<file path="config.mk">
export PLATFORM = sky130hd
export DESIGN_NAME = freq_gate_counter_flat
export DESIGN_NICKNAME = d
export VERILOG_FILES = /design/src/rtl/freq_gate_counter_if.sv /design/src/rtl/freq_gate_counter.sv /design/src/flat_wrapper.sv
export SDC_FILE = /design/constraint.sdc
export NUM_CORES = 1
export LEC_CHECK = 0
export CORE_UTILIZATION = 50
export DETAILED_ROUTE_END_ITERATION = 8
export GPL_TIMING_DRIVEN = 1
export PLACE_DENSITY = 0.72
export REMOVE_ABC_BUFFERS = 1
export SLEW_MARGIN = 40
export SYNTH_ARGS = -nofsm -noshare
export SYNTH_HDL_FRONTEND = slang
export SYNTH_SLANG_ARGS = --single-unit
</file>
<file path="constraint.sdc">
create_clock -name Clk -period 3.2 [get_ports Clk]
set_clock_uncertainty 0.15 [all_clocks]
set_input_delay 0.96 -clock Clk [delete_from_list [all_inputs] [get_ports Clk]]
set_output_delay 0.96 -clock Clk [all_outputs]
set_load 0.05 [all_outputs]
</file>
<file path="src/rtl/freq_gate_counter_if.sv">
// Bundle between the frequency-counter control FSM, the Fx input and the
// display stage. Master drives the measurement controls; slave is the datapath.
interface freq_gate_counter_if;
  logic        Fx;
  logic        reset;
  logic [1:0]  std_f_sel;
  logic [2:0]  range;
  logic        Cntover;
  logic        Cntlow;
  logic        done;
  logic [15:0] bcd_out;
  logic [2:0]  range_out;
  logic        gate;

  modport master (
    output Fx, reset, std_f_sel, range,
    input  Cntover, Cntlow, done, bcd_out, range_out, gate
  );

  modport slave (
    input  Fx, reset, std_f_sel, range,
    output Cntover, Cntlow, done, bcd_out, range_out, gate
  );
endinterface

</file>
<file path="src/rtl/freq_gate_counter.sv">
// Gated Fx edge counter: counts synchronized rising edges of Fx in BCD over a
// gate window chosen by std_f_sel, then latches the result for the display.
//
//   state   | meaning
//   --------+-----------------------------------------------------------
//   S_IDLE  | gate closed, waiting for reset=0 from the control FSM
//   S_GATE  | gate open, down-counter running, edges counted
//   S_LATCH | one cycle: result/range latched, done + range flags pulse
module freq_gate_counter #(
  parameter int unsigned GATE_CYC_0 = 1000,
  parameter int unsigned GATE_CYC_1 = 10000,
  parameter int unsigned GATE_CYC_3 = 100000,
  parameter int unsigned GATE_W     = 17
) (
  input  logic               Clk,
  input  logic               Clear_n,
  freq_gate_counter_if.slave bus
);

  typedef enum logic [1:0] {S_IDLE, S_GATE, S_LATCH} state_t;

  localparam logic [GATE_W-1:0] LOAD_0 = GATE_W'(GATE_CYC_0 - 1);
  localparam logic [GATE_W-1:0] LOAD_1 = GATE_W'(GATE_CYC_1 - 1);
  localparam logic [GATE_W-1:0] LOAD_3 = GATE_W'(GATE_CYC_3 - 1);

  state_t            r_state;
  state_t            w_state_nxt;
  logic              r_sync1, r_sync2, r_sync3;
  logic              w_rise;
  logic [GATE_W-1:0] r_gate_cnt;
  logic [GATE_W-1:0] w_load;
  logic [15:0]       r_bcd;
  logic [15:0]       w_bcd_inc;
  logic [15:0]       w_bcd_nxt;
  logic              r_ovf;
  logic              w_ovf_nxt;
  logic              w_cnt_en;
  logic              w_start;
  logic              w_latch;
  logic [2:0]        r_rng_hold;
  logic              r_gate, r_done, r_cntover, r_cntlow;
  logic [15:0]       r_bcd_out;
  logic [2:0]        r_range_out;

  // Edge is seen after two synchronizer stages; the third flop gives the prior value.
  assign w_rise   = r_sync2 & ~r_sync3;
  assign w_cnt_en = (r_state == S_GATE) && w_rise;
  // A new window opens from IDLE or directly from LATCH (back-to-back gates).
  assign w_start  = (w_state_nxt == S_GATE) && (r_state != S_GATE);
  assign w_latch  = (w_state_nxt == S_LATCH);

  // 2'b10 never comes from the FSM; it aliases to the 2'b01 gate length.
  always_comb begin
    w_load = LOAD_1;
    if (bus.std_f_sel == 2'b00)      w_load = LOAD_0;
    else if (bus.std_f_sel == 2'b11) w_load = LOAD_3;
  end

  // Ripple-carry BCD +1 across the four digits.
  always_comb begin
    logic w_carry;
    w_carry   = 1'b1;
    w_bcd_inc = r_bcd;
    for (int i = 0; i < 4; i++) begin
      if (w_carry) begin
        if (r_bcd[4*i +: 4] == 4'd9) begin
          w_bcd_inc[4*i +: 4] = 4'd0;
        end else begin
          w_bcd_inc[4*i +: 4] = r_bcd[4*i +: 4] + 4'd1;
          w_carry             = 1'b0;
        end
      end
    end
  end

  // Next count including this cycle's edge, so an edge in the last gate cycle reaches the latch.
  always_comb begin
    w_bcd_nxt = r_bcd;
    w_ovf_nxt = r_ovf;
    if (w_cnt_en) begin
      if (r_bcd == 16'h9999) w_ovf_nxt = 1'b1;
      else                   w_bcd_nxt = w_bcd_inc;
    end
  end

  // Next-state logic; abort on reset takes priority over gate expiry.
  always_comb begin
    w_state_nxt = r_state;
    case (r_state)
      S_IDLE:  if (!bus.reset) w_state_nxt = S_GATE;
      S_GATE: begin
        if (bus.reset)               w_state_nxt = S_IDLE;
        else if (r_gate_cnt == '0)   w_state_nxt = S_LATCH;
      end
      S_LATCH: w_state_nxt = bus.reset ? S_IDLE : S_GATE;
      default: w_state_nxt = S_IDLE;
    endcase
  end

  // State register.
  always_ff @(posedge Clk) begin
    if (!Clear_n) r_state <= S_IDLE;
    else          r_state <= w_state_nxt;
  end

  // Fx synchronizer and edge-detect pipeline.
  always_ff @(posedge Clk) begin
    if (!Clear_n) begin
      r_sync1 <= 1'b0;
      r_sync2 <= 1'b0;
      r_sync3 <= 1'b0;
    end else begin
      r_sync1 <= bus.Fx;
      r_sync2 <= r_sync1;
      r_sync3 <= r_sync2;
    end
  end

  // Gate down-counter, BCD counter, overflow flag and range hold.
  always_ff @(posedge Clk) begin
    if (!Clear_n) begin
      r_gate_cnt <= '0;
      r_bcd      <= 16'h0000;
      r_ovf      <= 1'b0;
      r_rng_hold <= 3'b000;
    end else if (w_start) begin
      r_gate_cnt <= w_load;
      r_bcd      <= 16'h0000;
      r_ovf      <= 1'b0;
      r_rng_hold <= bus.range;
    end else if (r_state == S_GATE) begin
      if (r_gate_cnt != '0) r_gate_cnt <= r_gate_cnt - GATE_W'(1);
      r_bcd <= w_bcd_nxt;
      r_ovf <= w_ovf_nxt;
    end
  end

  // Registered outputs: pulses are high exactly while the FSM sits in LATCH.
  always_ff @(posedge Clk) begin
    if (!Clear_n) begin
      r_gate      <= 1'b0;
      r_done      <= 1'b0;
      r_cntover   <= 1'b0;
      r_cntlow    <= 1'b0;
      r_bcd_out   <= 16'h0000;
      r_range_out <= 3'b000;
    end else begin
      r_gate    <= (w_state_nxt == S_GATE);
      r_done    <= w_latch;
      r_cntover <= w_latch && w_ovf_nxt;
      r_cntlow  <= w_latch && !w_ovf_nxt && (w_bcd_nxt[15:12] == 4'd0);
      if (w_latch) begin
        r_bcd_out   <= w_ovf_nxt ? 16'h9999 : w_bcd_nxt;
        r_range_out <= r_rng_hold;
      end
    end
  end

  assign bus.gate      = r_gate;
  assign bus.done      = r_done;
  assign bus.Cntover   = r_cntover;
  assign bus.Cntlow    = r_cntlow;
  assign bus.bcd_out   = r_bcd_out;
  assign bus.range_out = r_range_out;

endmodule

</file>
<file path="src/flat_wrapper.sv">
// flat-port wrapper written by rule: the top's interface ports become plain ports
module freq_gate_counter_flat 
#(
  parameter int unsigned GATE_CYC_0 = 1000,
  parameter int unsigned GATE_CYC_1 = 10000,
  parameter int unsigned GATE_CYC_3 = 100000,
  parameter int unsigned GATE_W     = 17
)
  (Clk, Clear_n, bus_Fx, bus_reset, bus_std_f_sel, bus_range, bus_Cntover, bus_Cntlow, bus_done, bus_bcd_out, bus_range_out, bus_gate);
  freq_gate_counter_if bus_i ();
  input  logic Clk;
  input  logic Clear_n;
  input wire logic [$bits(bus_i.Fx)-1:0] bus_Fx;
  input wire logic [$bits(bus_i.reset)-1:0] bus_reset;
  input wire logic [$bits(bus_i.std_f_sel)-1:0] bus_std_f_sel;
  input wire logic [$bits(bus_i.range)-1:0] bus_range;
  output wire logic [$bits(bus_i.Cntover)-1:0] bus_Cntover;
  output wire logic [$bits(bus_i.Cntlow)-1:0] bus_Cntlow;
  output wire logic [$bits(bus_i.done)-1:0] bus_done;
  output wire logic [$bits(bus_i.bcd_out)-1:0] bus_bcd_out;
  output wire logic [$bits(bus_i.range_out)-1:0] bus_range_out;
  output wire logic [$bits(bus_i.gate)-1:0] bus_gate;
  assign bus_i.Fx = bus_Fx;
  assign bus_i.reset = bus_reset;
  assign bus_i.std_f_sel = bus_std_f_sel;
  assign bus_i.range = bus_range;
  assign bus_Cntover = bus_i.Cntover;
  assign bus_Cntlow = bus_i.Cntlow;
  assign bus_done = bus_i.done;
  assign bus_bcd_out = bus_i.bcd_out;
  assign bus_range_out = bus_i.range_out;
  assign bus_gate = bus_i.gate;
  freq_gate_counter #(.GATE_CYC_0(GATE_CYC_0), .GATE_CYC_1(GATE_CYC_1), .GATE_CYC_3(GATE_CYC_3), .GATE_W(GATE_W)) u_core (.Clk(Clk), .Clear_n(Clear_n), .bus(bus_i));
endmodule
</file>
==> key figures, run 1 <==
Outcome
  • Outcome: complete, no violations

Worst setup path
  • Worst-path maximum fanout: 8
  • CP Class: flip-flop to flip-flop
  • Worst path cell trace: inv_1 > ha_1 > nor4b_1 > nand3_1 > nor4_2 > nand4_1 > o2bb2ai_1
  • CP Capture Type: flip-flop
  • Req. time, crit path: 3.31 ns
  • CP delay by family, top: simple AND/OR/NAND/NOR gates
  • Arrival time at the worst endpoint: 2.75 ns
  • Slowest cell on the critical path: nand4_1
  • Worst Setup Start Kind: flip-flop
  • Worst path max stage delay: 0.40 ns
  • Critical path buffers and inverters: 1
  • CP Launch Point: u_core.r_gate_cnt[0]$_SDFFE_PN0P_
  • R2R Path Start: u_core.r_gate_cnt[0]$_SDFFE_PN0P_

GRT
  • GRT Util Overall: 21.6%
  • GRT Residual Overflow: 0
  • Initial antenna violation count: 0
  • Via count of the first global-routing pass: 2237
  • Global-route wire length before repair: 10.4 mm
  • Largest net degree at the start of global routing: 21

Synth
  • Cell variety after synth: 57
  • YS warnings: 0
  • Synthesized area per cell: 9.13 um2
  • Post-Synthesis Cells: 320
  • Mapped Area: 2920 um2
  • Synthesized flop and latch total: 65
  • Top FF cell, synth: dfxtp_1
  • Sequential share of the synthesized area: 44.5%
  • EDFF count, synth: 0
  • Async set-reset flop share out of synthesis: 0%

Place
  • DP Worst Slack: 0.382 ns
  • IO buf count: 31
  • Gp weighted congestion: 0.850
  • Dpl cells: 413
  • Detailed Place HPWL: 4.40 mm

Timing
  • Fin. max-slew vios: 0
  • Setup TNS: 0 ns
  • Least-Margin Pin Slew: 0.704 ns
  • Period utilisation layout: 82.2%
  • Final hold vios: 0
  • Slew margin rel.: 52.4%
  • F_max: 380 MHz
  • Final-report setup violation count: 0
  • RSZ-0062 raised after global routing: false
  • Slack of the critical path: 0.569 ns
  • Post-route minimum period: 2.63 ns

Final layout
  • Final Non-Filler Cells: 429
  • Area growth, synth to finish: 17.4%
  • Nets@finish: 366
  • Share of cells above drive strength 1: 9.80%
  • Ant diodes: 0

Detailed routing
  • # DRC: 0
  • DRT antenna net count: 0
  • DR vias/cell: 5.60
  • Met2 WL post-DR: 2.72 mm
  • Via count: 2401
  • WL/cell: 14.6 um
  • Wirelength, routed: 6.27 mm
  • DRT iter0 DRCs: 86
  • Metal-1 WL: 3.21 mm
  • Top routing layer used: met4
  • Met3 wire len: 205 um
  • 1st-pass router iterations: 4

Die
  • I/O pins: 32
  • Die W: 78.5 um
  • Die Area: 6160 um2
  • Chip height: 78.5 um
  • Cell Rows: 27
  • Initial Util: 52.4%
  • Core area: 5570 um2

CTS
  • Post-CTS Setup Bufs: 0
  • CTS H-tree lvls: 3
  • Post-CTS Resized: 0
  • TritonCTS buffer count: 9
  • Root Buffer: clkbuf_8
  • CTS tree: built
  • Clock transition at path regs: 0.07 ns
  • CTS Buffer Depth: 2
  • Clk sink count: 65
  • CTS hold repair buffers: 0
  • Clk_lat worst skew: 0.34 ns

Power and ir drop
  • Leak: 1.23 nW
  • Power Dens Cells: 475 nW/um2
  • Peak VDD IR: 0.000286 V

Job
  • Max-Cap Viols: 0

Hold path
  • Hold Startpoint: u_core.r_sync1$_SDFF_PN0_
  • Worst Hold Class: flip-flop to flip-flop
[Yosys cell counts (7+ instances only)]
cell | number | area share, %
a21oi_1 | 26 | 4.5
nor3_1 | 14 | 2.4
clkbuf_1 | 7 | 0.90
nor2_1 | 34 | 4.4
nand2_1 | 20 | 2.6
xnor2_1 | 8 | 2.4
inv_1 | 11 | 1.4
o2bb2ai_1 | 8 | 2.4
o21ai_0 | 13 | 2.2
dfxtp_1 | 65 | 45
nand3_1 | 9 | 1.5
nand4_1 | 7 | 1.5
[cell type report]
cell class                      count  area (um2)
Multi-Input combinational cell    230        1490
Fill cell                         499        2140
Inverter                           12        58.8
Tap cell                           72        90.1
Sequential cell                    65        1300
Timing Repair Buffer               34         333
Clock buffer                       10         128
Clock inverter                      6        35.0
[cells in the final DEF (no fill, tap or decap), types with 2 or more instances in the layout]
cell type / Yosys / layout
and3_1: 6 / 6
and2_1: 5 / 5
clkinv_2: 0 / 4
clkbuf_8: 1 / 9
a31oi_1: 2 / 2
and4bb_2: 3 / 3
a21oi_1: 26 / 25
buf_4: 1 / 3
nor2_1: 34 / 34
xnor2_1: 8 / 8
o21ai_0: 13 / 13
or4_4: 2 / 2
nand2_1: 20 / 20
dfxtp_1: 65 / 65
o2bb2ai_1: 8 / 8
nor4_1: 5 / 5
nor2_2: 2 / 2
o21a_1: 2 / 2
ha_1: 5 / 5
and4_1: 4 / 4
a211oi_1: 6 / 6
nor2b_1: 6 / 6
clkdlybuf4s50_1: 0 / 31
nor3_1: 14 / 14
nor4bb_1: 3 / 3
a311oi_1: 2 / 2
mux2i_1: 6 / 6
nand4_1: 7 / 7
xor2_1: 6 / 6
or2_2: 3 / 3
inv_1: 11 / 11
nand3_1: 9 / 9
clkinvlp_4: 0 / 2
[cells by family (layout without fill, tap and decap cells)]
| kind of cell | Yosys count | in the layout | synth area share, % |
|---|---|---|---|
| AO/OA/AOI/OAI | 69 | 69 | 15.1 |
| XOR/XNOR | 14 | 14 | 4.20 |
| adder cells (fa/ha/maj) | 5 | 5 | 2.14 |
| buffers and inverters | 25 | 62 | 4.75 |
| flip-flops | 65 | 65 | 44.5 |
| multiplexers | 6 | 6 | 2.05 |
| AND/OR/NAND/NOR | 136 | 136 | 27.3 |
[flip-flops by register name (all words and copies together) (netlist names), 2 cells and up]
signal,cells
u_core.r_state,2
u_core.r_gate_cnt,17
u_core.bus.bcd_out,16
u_core.bus.range_out,3
u_core.r_bcd,16
u_core.r_rng_hold,3
[per-stage QoR]
step           total power [mW]  utilization [%]  hold slack, ns  cell area (um2)
2_1_floorplan             0.995                -           0.262             2840
3_3_place_gp               1.05             58.6           0.285             3270
3_5_place_dp               1.05             58.6           0.271             3270
4_1_cts                    1.64             61.5           0.288             3430
5_1_grt                    1.70             61.6           0.311             3430
6_report                   1.63             61.6           0.286             3430
[worst register-to-register path, delay by kind of cell, from the launching register on]
kind | cells | cell delay, ns
buffers and inverters | 1 | 0.11
DFF | 1 | 0.36
AOI/OAI and AO/OA | 1 | 0.26
adders and majority gates | 1 | 0.18
and+or+nand+nor | 4 | 1.50
[metal layers]
metal  vias to the layer above  global-route usage, %
li1                       1221                      -
met1                      1112                   30.3
met2                        53                   31.4
met3                        15                   4.07
met4                         0                   10.9
met5                         -                      0
[power by group]
part | switching (mW) | internal (mW) | total (mW)
clock network | 0.318 | 0.275 | 0.594
registers | 0.0259 | 0.832 | 0.858
logic | 0.106 | 0.0738 | 0.180
total | 0.450 | 1.18 | 1.63
[worst paths after layout]
kind	end	slack, ns	cells past startpoint
worst max register to register	u_core.bus.bcd_out[2]$_SDFFE_PN0P_	0.57	7
worst max-delay path	u_core.bus.bcd_out[2]$_SDFFE_PN0P_	0.57	7
worst min-delay path	u_core.r_sync2$_SDFF_PN0_	0.29	1
worst min register to register	u_core.r_sync2$_SDFF_PN0_	0.29	1
(Power assumes the default switching activity.)
==> run 2: changes to the inputs <==
==> constraint.sdc (replaced) <==
create_clock -name Clk -period 2.59 [get_ports Clk]
set_clock_uncertainty 0.15 [all_clocks]
set_input_delay 0.777 -clock Clk [delete_from_list [all_inputs] [get_ports Clk]]
set_output_delay 0.777 -clock Clk [all_outputs]
set_load 0.05 [all_outputs]
==> key figures, run 2 (synthesis results as in run 1) <==
Final layout
  • Top reg by flops: u_core.r_gate_cnt
  • Share of cells above drive strength 1: 12.3% (+2.5 points)
  • # fillers: 485 (-2.8%)
  • Largest register FFs: 17 (unchanged)
  • Most common cell after layout, fill and taps aside: dfxtp_1
  • Ant diodes: 0 (unchanged)
  • Commonest non-fill, non-tap cells in the layout: dfxtp_1, nor2_1, clkdlybuf4s50_1
  • Area growth, synth to finish: 23.2%
  • Nets@finish: 375 (+2.5%)

Timing
  • Setup TNS: 0 ns (unchanged)
  • F_max: 411 MHz
  • Period utilisation layout: 93.9%
  • Final hold vios: 0 (unchanged)
  • RSZ-0062 raised after global routing: false
  • Slack of the critical path: 0.157 ns (-0.412 ns)
  • Least-Margin Pin Slew: 0.724 ns (+0.0196 ns)
  • Fin. max-slew vios: 0 (unchanged)
  • Final-report setup violation count: 0 (unchanged)
  • Post-route minimum period: 2.43 ns
  • Slew margin rel.: 51.1% (-1.3 points)

Worst setup path
  • CP Launch Point: u_core.bus.bcd_out[15]$_SDFFE_PN0P_
  • Arrival time at the worst endpoint: 1.51 ns (-1.24 ns)
  • CP Capture Type: output port
  • Reg2reg end: u_core.bus.range_out[0]$_SDFFE_PN0P_
  • CP delay by family, top: buffers and inverters
  • Worst Setup Start Kind: flip-flop
  • CP endpoint: bus_bcd_out[15]
  • R2r worst-path depth: 8 (+1)
  • Critical Path Stages: 1 (-6)
  • Worst path max stage delay: 0.81 ns (+0.41 ns)
  • Slowest cell on the critical path: clkdlybuf4s50_1
  • Worst-path maximum fanout: 2 (-6)
  • CP Class: flip-flop to output port
  • R2R Path Start: u_core.r_gate_cnt[1]$_SDFFE_PN0P_
  • FF-to-FF setup slack: 0.30 ns (-0.27 ns)
  • Critical path buffers and inverters: 1 (unchanged)
  • Req. time, crit path: 1.66 ns (-1.65 ns)
  • Worst path cell trace: clkdlybuf4s50_1

GRT
  • GRT Residual Overflow: 0 (unchanged)
  • GRT Util Overall: 22.9% (+1.3 points)
  • Via count of the first global-routing pass: 2342 (+4.7%)
  • Global-route wire length before repair: 11.0 mm (+5.4%)
  • Largest net degree at the start of global routing: 22 (+4.8%)
  • Initial antenna violation count: 0 (unchanged)

Die
  • Die W: 78.5 um (unchanged)
  • Cell Rows: 27 (unchanged)
  • Die Area: 6160 um2 (unchanged)
  • Core area: 5570 um2 (unchanged)
  • Chip height: 78.5 um (unchanged)
  • I/O pins: 32 (unchanged)
  • Initial Util: 52.4% (unchanged)

CTS
  • Clk sink count: 65 (unchanged)
  • Clock transition at path regs: 0.07 ns (about the same)
  • Post-CTS Resized: 0 (unchanged)
  • Clk_lat worst skew: 0.34 ns (about the same)
  • Root Buffer: clkbuf_8
  • CTS H-tree lvls: 3 (unchanged)
  • TritonCTS buffer count: 9 (unchanged)
  • Post-CTS Setup Bufs: 0 (unchanged)
  • CTS Buffer Depth: 2 (unchanged)
  • CTS hold repair buffers: 0 (unchanged)
  • CTS tree: built

Detailed routing
  • 1st-pass router iterations: 4 (unchanged)
  • DRT iter0 DRCs: 98 (+14%)
  • WL/cell: 14.3 um (-1.8%)
  • Wirelength, routed: 6.28 mm (+0.22%)
  • DRT antenna net count: 0 (unchanged)
  • DR vias/cell: 5.65 (+0.96%)
  • # DRC: 0 (unchanged)
  • Via count: 2475 (+3.1%)

Outcome
  • Outcome: complete, no violations

Place
  • DP Worst Slack: 0.167 ns (-0.214 ns)
  • Gp weighted congestion: 0.845 (-0.58%)
  • Detailed Place HPWL: 4.34 mm (-1.2%)
  • IO buf count: 31 (unchanged)

Hold path
  • Worst Hold Class: flip-flop to flip-flop
  • Hold path depth: 1 (unchanged)

Power and ir drop
  • Leak: 1.32 nW (+7.4%)
  • Peak VDD IR: 0.000488 V (+70%)
  • Power Dens Cells: 657 nW/um2 (+38%)

Job
  • Max-Cap Viols: 0 (unchanged)
## run 2: cell type report
cell class | count | area (um2) | area share [%]
well taps | 72 | 90.1 | 2.50
flip-flops and latches | 65 | 1300 | 36.1
repair buffers | 43 | 413 | 11.5
multi-input cells | 230 | 1490 | 41.3
clock inverters | 6 | 115 | 3.20
clock buffers | 10 | 138 | 3.82
inverters | 12 | 58.8 | 1.63
## run 2: layer usage
layer / track usage [%] / vias up / share of wire [%]
met2: 35.5 / 53 / 45
met4: 8.52 / 0 / 1.3
met5: 0 / - / 0
li1: - / 1241 / -
met1: 29.6 / 1171 / 49
met3: 7.21 / 10 / 4.3
## run 2: power breakdown
group	total [mW]	internal, mW	switching [mW]
Clock	1.07	0.668	0.398
Sequential	1.06	1.03	0.0314
Combinational	0.241	0.105	0.135
## run 2: how the worst min path moves through the flow
stage	endpoint	startpoint	slack, ns
2_1_floorplan	u_core.r_sync2$_SDFF_PN0_	u_core.r_sync1$_SDFF_PN0_	0.26
3_3_place_gp	u_core.r_sync2$_SDFF_PN0_	u_core.r_sync1$_SDFF_PN0_	0.28
3_5_place_dp	u_core.r_sync2$_SDFF_PN0_	u_core.r_sync1$_SDFF_PN0_	0.28
4_1_cts	u_core.r_sync2$_SDFF_PN0_	u_core.r_sync1$_SDFF_PN0_	0.30
5_1_grt	u_core.r_sync2$_SDFF_PN0_	u_core.r_sync1$_SDFF_PN0_	0.31
6_report	u_core.r_sync2$_SDFF_PN0_	u_core.r_sync1$_SDFF_PN0_	0.29
## run 2: per-stage QoR
step	cell area, um2	power, mW	hold WS [ns]	utilization, %	cells
after floorplan	2840	1.23	0.262	-	307
after global placement	3350	1.31	0.284	60.0	422
after detailed placement	3350	1.32	0.278	60.0	422
after CTS	3600	2.38	0.297	64.6	438
after global routing	3600	2.46	0.312	64.6	438
final	3600	2.37	0.294	64.6	438
==> run 3: changes to the inputs <==
--- a/config.mk
+++ b/config.mk
@@ -6,6 +6,7 @@
 export NUM_CORES = 1
 export LEC_CHECK = 0
 export CORE_UTILIZATION = 50
+export CTS_CLUSTER_SIZE = 24
 export DETAILED_ROUTE_END_ITERATION = 8
 export GPL_TIMING_DRIVEN = 1
 export PLACE_DENSITY = 0.72
==> results of run 3 <==
No change in the layout: final DEF, timing and power equal those of run 2.
